$ cat config.mk
export PLATFORM = sky130hd
export DESIGN_NAME = systolic_input_feeder
export DESIGN_NICKNAME = d
export VERILOG_FILES = /design/src/rtl/vTPU_pkg.sv /design/src/rtl/systolic_input_feeder.sv
export SDC_FILE = /design/constraint.sdc
export NUM_CORES = 1
export LEC_CHECK = 0
export CAP_MARGIN = 20
export CORE_MARGIN = 5
export CORE_UTILIZATION = 30
export DETAILED_ROUTE_END_ITERATION = 16
export HOLD_SLACK_MARGIN = 0.1
export PLACE_DENSITY_LB_ADDON = 0.15
export SYNTH_ARGS = -nofsm -noshare
export SYNTH_HDL_FRONTEND = slang
export SYNTH_SLANG_ARGS = --single-unit
$ cat constraint.sdc
create_clock -name clk -period 1.91 [get_ports clk]
set_input_delay 0.2865 -clock clk [delete_from_list [all_inputs] [get_ports clk]]
set_output_delay 0.2865 -clock clk [all_outputs]
set_load 0.005 [all_outputs]
$ cat src/rtl/vTPU_pkg.sv
// vTPU_pkg: shared datapath types for the vTPU blocks.
// Holds the byte lane type and the input feeder FSM state encoding.
package vTPU_pkg;

  typedef logic [7:0] BYTE_TYPE;

  typedef enum logic [1:0] {
    IDLE   = 2'd0,
    STREAM = 2'd1,
    FLUSH  = 2'd2,
    DONE   = 2'd3
  } FEEDER_STATE_TYPE;

endpackage

$ cat src/rtl/systolic_input_feeder.sv
// systolic_input_feeder: streams rows from a buffer into the systolic skew stage, then flushes zeros.
// Optional stall statistics output when SYSTOLIC_FEEDER_STALL_CNT_EN is defined.
module systolic_input_feeder
  import vTPU_pkg::*;
#(
  parameter int MATRIX_WIDTH = 14,
  parameter int ADDR_WIDTH   = 24,
  parameter int LEN_WIDTH    = 16
) (
  input  logic                              clk,
  input  logic                              reset,
  input  logic                              start,
  input  logic [ADDR_WIDTH-1:0]             base_addr,
  input  logic [LEN_WIDTH-1:0]              row_count,
  input  logic                              stall,
  output logic                              buf_rd_en,
  output logic [ADDR_WIDTH-1:0]             buf_rd_addr,
  input  BYTE_TYPE [0:MATRIX_WIDTH-1]       buf_rd_data,
  output BYTE_TYPE [0:MATRIX_WIDTH-1]       data_output,
  output logic                              setup_enable,
  output logic                              busy,
  output logic                              done
`ifdef SYSTOLIC_FEEDER_STALL_CNT_EN
  ,
  output logic [31:0]                       stall_cycles
`endif
);

  // The flush phase lasts MATRIX_WIDTH-1 unstalled cycles; the counter stops at the last one.
  localparam int FLUSH_LAST = MATRIX_WIDTH - 2;
  localparam int FCNT_W     = (MATRIX_WIDTH > 2) ? $clog2(MATRIX_WIDTH - 1) : 1;

  FEEDER_STATE_TYPE            state_reg, state_next;
  logic [LEN_WIDTH-1:0]        rd_left_reg;
  logic [ADDR_WIDTH-1:0]       rd_addr_reg;
  logic [FCNT_W-1:0]           flush_cnt_reg;
  logic                        pend_reg;
  logic                        hold_valid_reg;
  BYTE_TYPE [0:MATRIX_WIDTH-1] hold_data_reg;

  logic start_accept;
  logic rd_fire;
  logic out_valid;
  logic row_accept;
  logic last_accept;
  logic flush_step;
  logic flush_last;

  assign start_accept = (state_reg == IDLE) && start;
  assign rd_fire      = (state_reg == STREAM) && !stall && (rd_left_reg != '0);
  // Read data is presented live in its arrival cycle and parked in the hold register if stalled.
  assign out_valid    = pend_reg || hold_valid_reg;
  assign row_accept   = (state_reg == STREAM) && out_valid && !stall;
  assign last_accept  = row_accept && (rd_left_reg == '0);
  assign flush_step   = (state_reg == FLUSH) && !stall;
  assign flush_last   = flush_step && (flush_cnt_reg == FCNT_W'(FLUSH_LAST));

  always_ff @(posedge clk or negedge reset) begin
    if (!reset) begin
      state_reg <= IDLE;
    end else begin
      state_reg <= state_next;
    end
  end

  always_comb begin
    state_next = state_reg;
    case (state_reg)
      IDLE: begin
        if (start) begin
          state_next = (row_count != '0) ? STREAM : DONE;
        end
      end
      STREAM: begin
        if (last_accept) begin
          state_next = FLUSH;
        end
      end
      FLUSH: begin
        if (flush_last) begin
          state_next = DONE;
        end
      end
      DONE: begin
        state_next = IDLE;
      end
      default: begin
        state_next = IDLE;
      end
    endcase
  end

  always_ff @(posedge clk or negedge reset) begin
    if (!reset) begin
      rd_left_reg <= '0;
      rd_addr_reg <= '0;
    end else if (start_accept) begin
      rd_left_reg <= row_count;
      rd_addr_reg <= base_addr;
    end else if (rd_fire) begin
      rd_left_reg <= rd_left_reg - LEN_WIDTH'(1);
      rd_addr_reg <= rd_addr_reg + ADDR_WIDTH'(1);
    end
  end

  always_ff @(posedge clk or negedge reset) begin
    if (!reset) begin
      flush_cnt_reg <= '0;
    end else if (start_accept || flush_last) begin
      flush_cnt_reg <= '0;
    end else if (flush_step) begin
      flush_cnt_reg <= flush_cnt_reg + FCNT_W'(1);
    end
  end

  always_ff @(posedge clk or negedge reset) begin
    if (!reset) begin
      pend_reg       <= 1'b0;
      hold_valid_reg <= 1'b0;
      hold_data_reg  <= '0;
    end else begin
      pend_reg <= rd_fire;
      if (start_accept) begin
        hold_valid_reg <= 1'b0;
      end else if (pend_reg && stall) begin
        hold_valid_reg <= 1'b1;
        hold_data_reg  <= buf_rd_data;
      end else if (hold_valid_reg && !stall) begin
        hold_valid_reg <= 1'b0;
      end
    end
  end

  always_comb begin
    data_output = '0;
    if (state_reg == STREAM) begin
      if (hold_valid_reg) begin
        data_output = hold_data_reg;
      end else if (pend_reg) begin
        data_output = buf_rd_data;
      end
    end
  end

  assign buf_rd_en    = rd_fire;
  assign buf_rd_addr  = rd_addr_reg;
  assign setup_enable = row_accept || flush_step;
  assign busy         = (state_reg == STREAM) || (state_reg == FLUSH);
  assign done         = (state_reg == DONE);

`ifdef SYSTOLIC_FEEDER_STALL_CNT_EN
  logic [31:0] stall_cnt_reg;

  always_ff @(posedge clk or negedge reset) begin
    if (!reset) begin
      stall_cnt_reg <= '0;
    end else if (start_accept) begin
      stall_cnt_reg <= '0;
    end else if (busy && stall && (stall_cnt_reg != '1)) begin
      stall_cnt_reg <= stall_cnt_reg + 32'd1;
    end
  end

  assign stall_cycles = stall_cnt_reg;
`endif

endmodule

==> results.cfg <==
[yosys]
synth_edf_count = 0
ys_seq_area_share_pct = 45.6
async_flop_share_pct = 100
synth_cell_types = 48
postSynthNetCount = 1000
yosys-top-cells-area = dfrtp_1 (46%), mux2_2 (15%), a22oi_1 (9.5%)
yosysTopAreaCellShare_pct = 45.6
yosysTopAreaCell = dfrtp_1
synth_flop_cell = dfrtp_1
syn-instance-count = 835
yosysMostFrequentCell = dfrtp_1
ys_warn_count = 0
syn_area_per_cell_um2 = 10.5
synth.cell_area_um2 = 8770
synth_common_cells = dfrtp_1 (160), nor2b_1 (115), mux2_2 (113), a22oi_1 (111), clkbuf_1 (56)
ys_seq_elements = 160

[worst_setup_path]
arrival_ns = 1.86
start_kind = flip-flop
path_class = flip-flop to primary output
cp_common_cell = buf_6
crit_slowest_cell = dfrtp_4
worst_path_largest_cell_delay_ns = 0.49
worstPathCellList = nor2b_4, buf_6, buf_6, buf_6, buf_4, a22oi_2, nor2b_1, buf_2
critPathCaptureType = primary output
critPathBufInv = 5
critPathMaxFanout = 7
crit_family = buffers and inverters
crit_required_ns = 1.62

[global_route]
grt_overflow = 0
grt_first_pass_wirelength_mm = 47.2
grt_pass1_vias = 8302
antenna_found_initial = 1
track_usage_pct = 18.0
grt_max_degree = 55

[routing]
first_iter_violations = 308
vias = 8210
drt_first_pass_iters = 4
drt-total-wl_mm = 31.8
ant_nets = 0
avgRoutedWirePerCell_um = 19.1
drc = 0
via_per_inst = 4.93

[timing]
whs_ns = 0.303
rsz0062_at_grt = true
max_freq_ghz = 0.466
layout_setup_ws_ns = -0.235
skew_ns = 0.0138
setup_viol = 126
worst_slew_pin_slew_ns = 0.473
fin_crit_sh_pct = 112
slew_viol_final = 0
hold_violations = 0
period_needed_ns = 2.15
slew_headroom_pct = 68.2

[clock_network]
cts_tree = built
htree_levels = 4
cts.path.max_buffers = 2
cts.clk_slew.worst_paths_ns = 0.07
cts-root-buf = clkbuf_16
clkSinkCount = 160
clock_latency_ns = 0.43
numCtsBuffers = 17

[run_status]
violations = negative setup slack
status = finished, violations left

[pwr]
total_power_mw = 21.3
ir_drop_mv = 0.705
power_density_nw_per_um2 = 1390
p_leak_nw = 6.25

[final_layout]
drive_gt1_share_pct = 48.0
largest_reg_flops = 112
final_nets = 1432
antenna_cells = 0
syn_to_final_growth_pct = 74.5

[die]
row_count = 62
dieArea_um2 = 32800
die_h_um = 181
io_pins = 296
core_um2 = 28800
initial_core_util_pct = 30.5
chipWidth_um = 181

[flow_run]
cap_viol_max_count = 0

[placement]
dp_hpwl_mm = 20.4
gp_congestion = 0.798
portBuffers = 295

[min_path]
min_path_type = input pin to async pin
-- cells in the final DEF (no fill, tap or decap), types with 6 or more instances in the layout --
cell,instances
nand2_1,15
o21ai_0,6
nand4_1,7
clkbuf_16,26
a21oi_1,38
clkdlybuf4s50_1,177
buf_4,75
nor2_1,52
xnor2_1,19
buf_8,10
mux2_2,113
buf_12,28
buf_6,58
dfrtp_1,158
xor2_1,17
nor2b_1,95
nor2b_4,19
a22oi_1,34
a21oi_2,6
buf_16,8
a22oi_2,77
buf_2,110
-- where the power goes --
part	internal [mW]	leakage, nW	total (mW)	switching (mW)
Combinational	6.86	4.08	11.4	4.59
Sequential	5.08	1.89	6.25	1.16
Clock	1.98	0.287	3.56	1.58
Total	13.9	6.25	21.3	7.34
-- worst reg2reg max path: cells and delay by family, from the launching register on --
| family | cells | cell delay [ns] |
|---|---|---|
| flops | 1 | 0.40 |
| xor+xnor | 1 | 0.14 |
| buf+inv | 1 | 0.13 |
| compound gates | 2 | 0.42 |
| simple gates | 2 | 0.88 |
-- metrics by stage --
| step | area, µm² | std cells | util (%) | setup slack, ns | TNS, ns |
|---|---|---|---|---|---|
| after floorplan | 8800 | 835 | - | -0.0325 | -0.0388 |
| after global placement | 13100 | 1546 | 45.4 | -0.149 | -9.33 |
| after detailed placement | 13100 | 1546 | 45.4 | -0.149 | -10.08 |
| after CTS | 14300 | 1629 | 49.7 | -0.329 | -25.71 |
| after global routing | 15300 | 1664 | 53.2 | -0.349 | -30.62 |
| final | 15300 | 1664 | 53.2 | -0.235 | -18.15 |
-- cells by family after synthesis --
kind of cell | Yosys count | share of synthesized area (%)
muxes | 117 | 15.0
DFF | 160 | 45.6
and+or+nand+nor | 241 | 15.4
adders and majority gates | 9 | 1.28
buffers and inverters | 77 | 3.38
xor gates and xnor gates | 36 | 3.59
AOI/OAI and AO/OA | 195 | 15.7
-- path summary, 6_finish.rpt --
kind | startpoint | to | slack [ns] | cells after the start
min reg2reg | hold_data_reg[2] | hold_data_reg[2] | 0.51 | 1
max | hold_valid_reg | data_output[18] | -0.24 | 8
min | reset | buf_rd_addr[11] | 0.30 | 2
max in group asynchronous | reset | hold_data_reg[18] | 1.01 | 3
max reg2reg | rd_left_reg[0] | rd_left_reg[9] | -0.12 | 6
min in group clk | base_addr[15] | buf_rd_addr[15] | 0.43 | 3
-- cell type report --
| cell class | instances | area (µm²) |
|---|---|---|
| Fill cell | 2516 | 13500 |
| Multi-Input combinational cell | 598 | 5420 |
| Timing Repair Buffer | 480 | 4760 |
| Sequential cell | 160 | 4010 |
| Tap cell | 384 | 480 |
| Clock buffer | 18 | 429 |
| Clock inverter | 14 | 173 |
| Inverter | 10 | 38.8 |
-- metal layers --
| metal | share of wire [%] | track usage [%] | wire [µm] | up-vias |
|---|---|---|---|---|
| met5 | 0.038 | 0 | 12 | - |
| met4 | 1.9 | 4.68 | 592 | 2 |
| met3 | 5.7 | 5.01 | 1800 | 33 |
| met2 | 47 | 28.8 | 15100 | 231 |
| met1 | 45 | 24.1 | 14300 | 4055 |
| li1 | - | - | - | 3889 |
-- timing repair --
| action | CTS | global route |
|---|---|---|
| endpoints found under the setup margin | 132 | 153 |
| gates resized for setup | 581 | 170 |
| pin swaps | 8 | 48 |
| endpoints found under the hold margin | 112 | 0 |
| cloned | 10 | 9 |
| hold buffers | 1 | 0 |
| buffers inserted | 41 | 37 |
(Power assumes the default switching activity.)
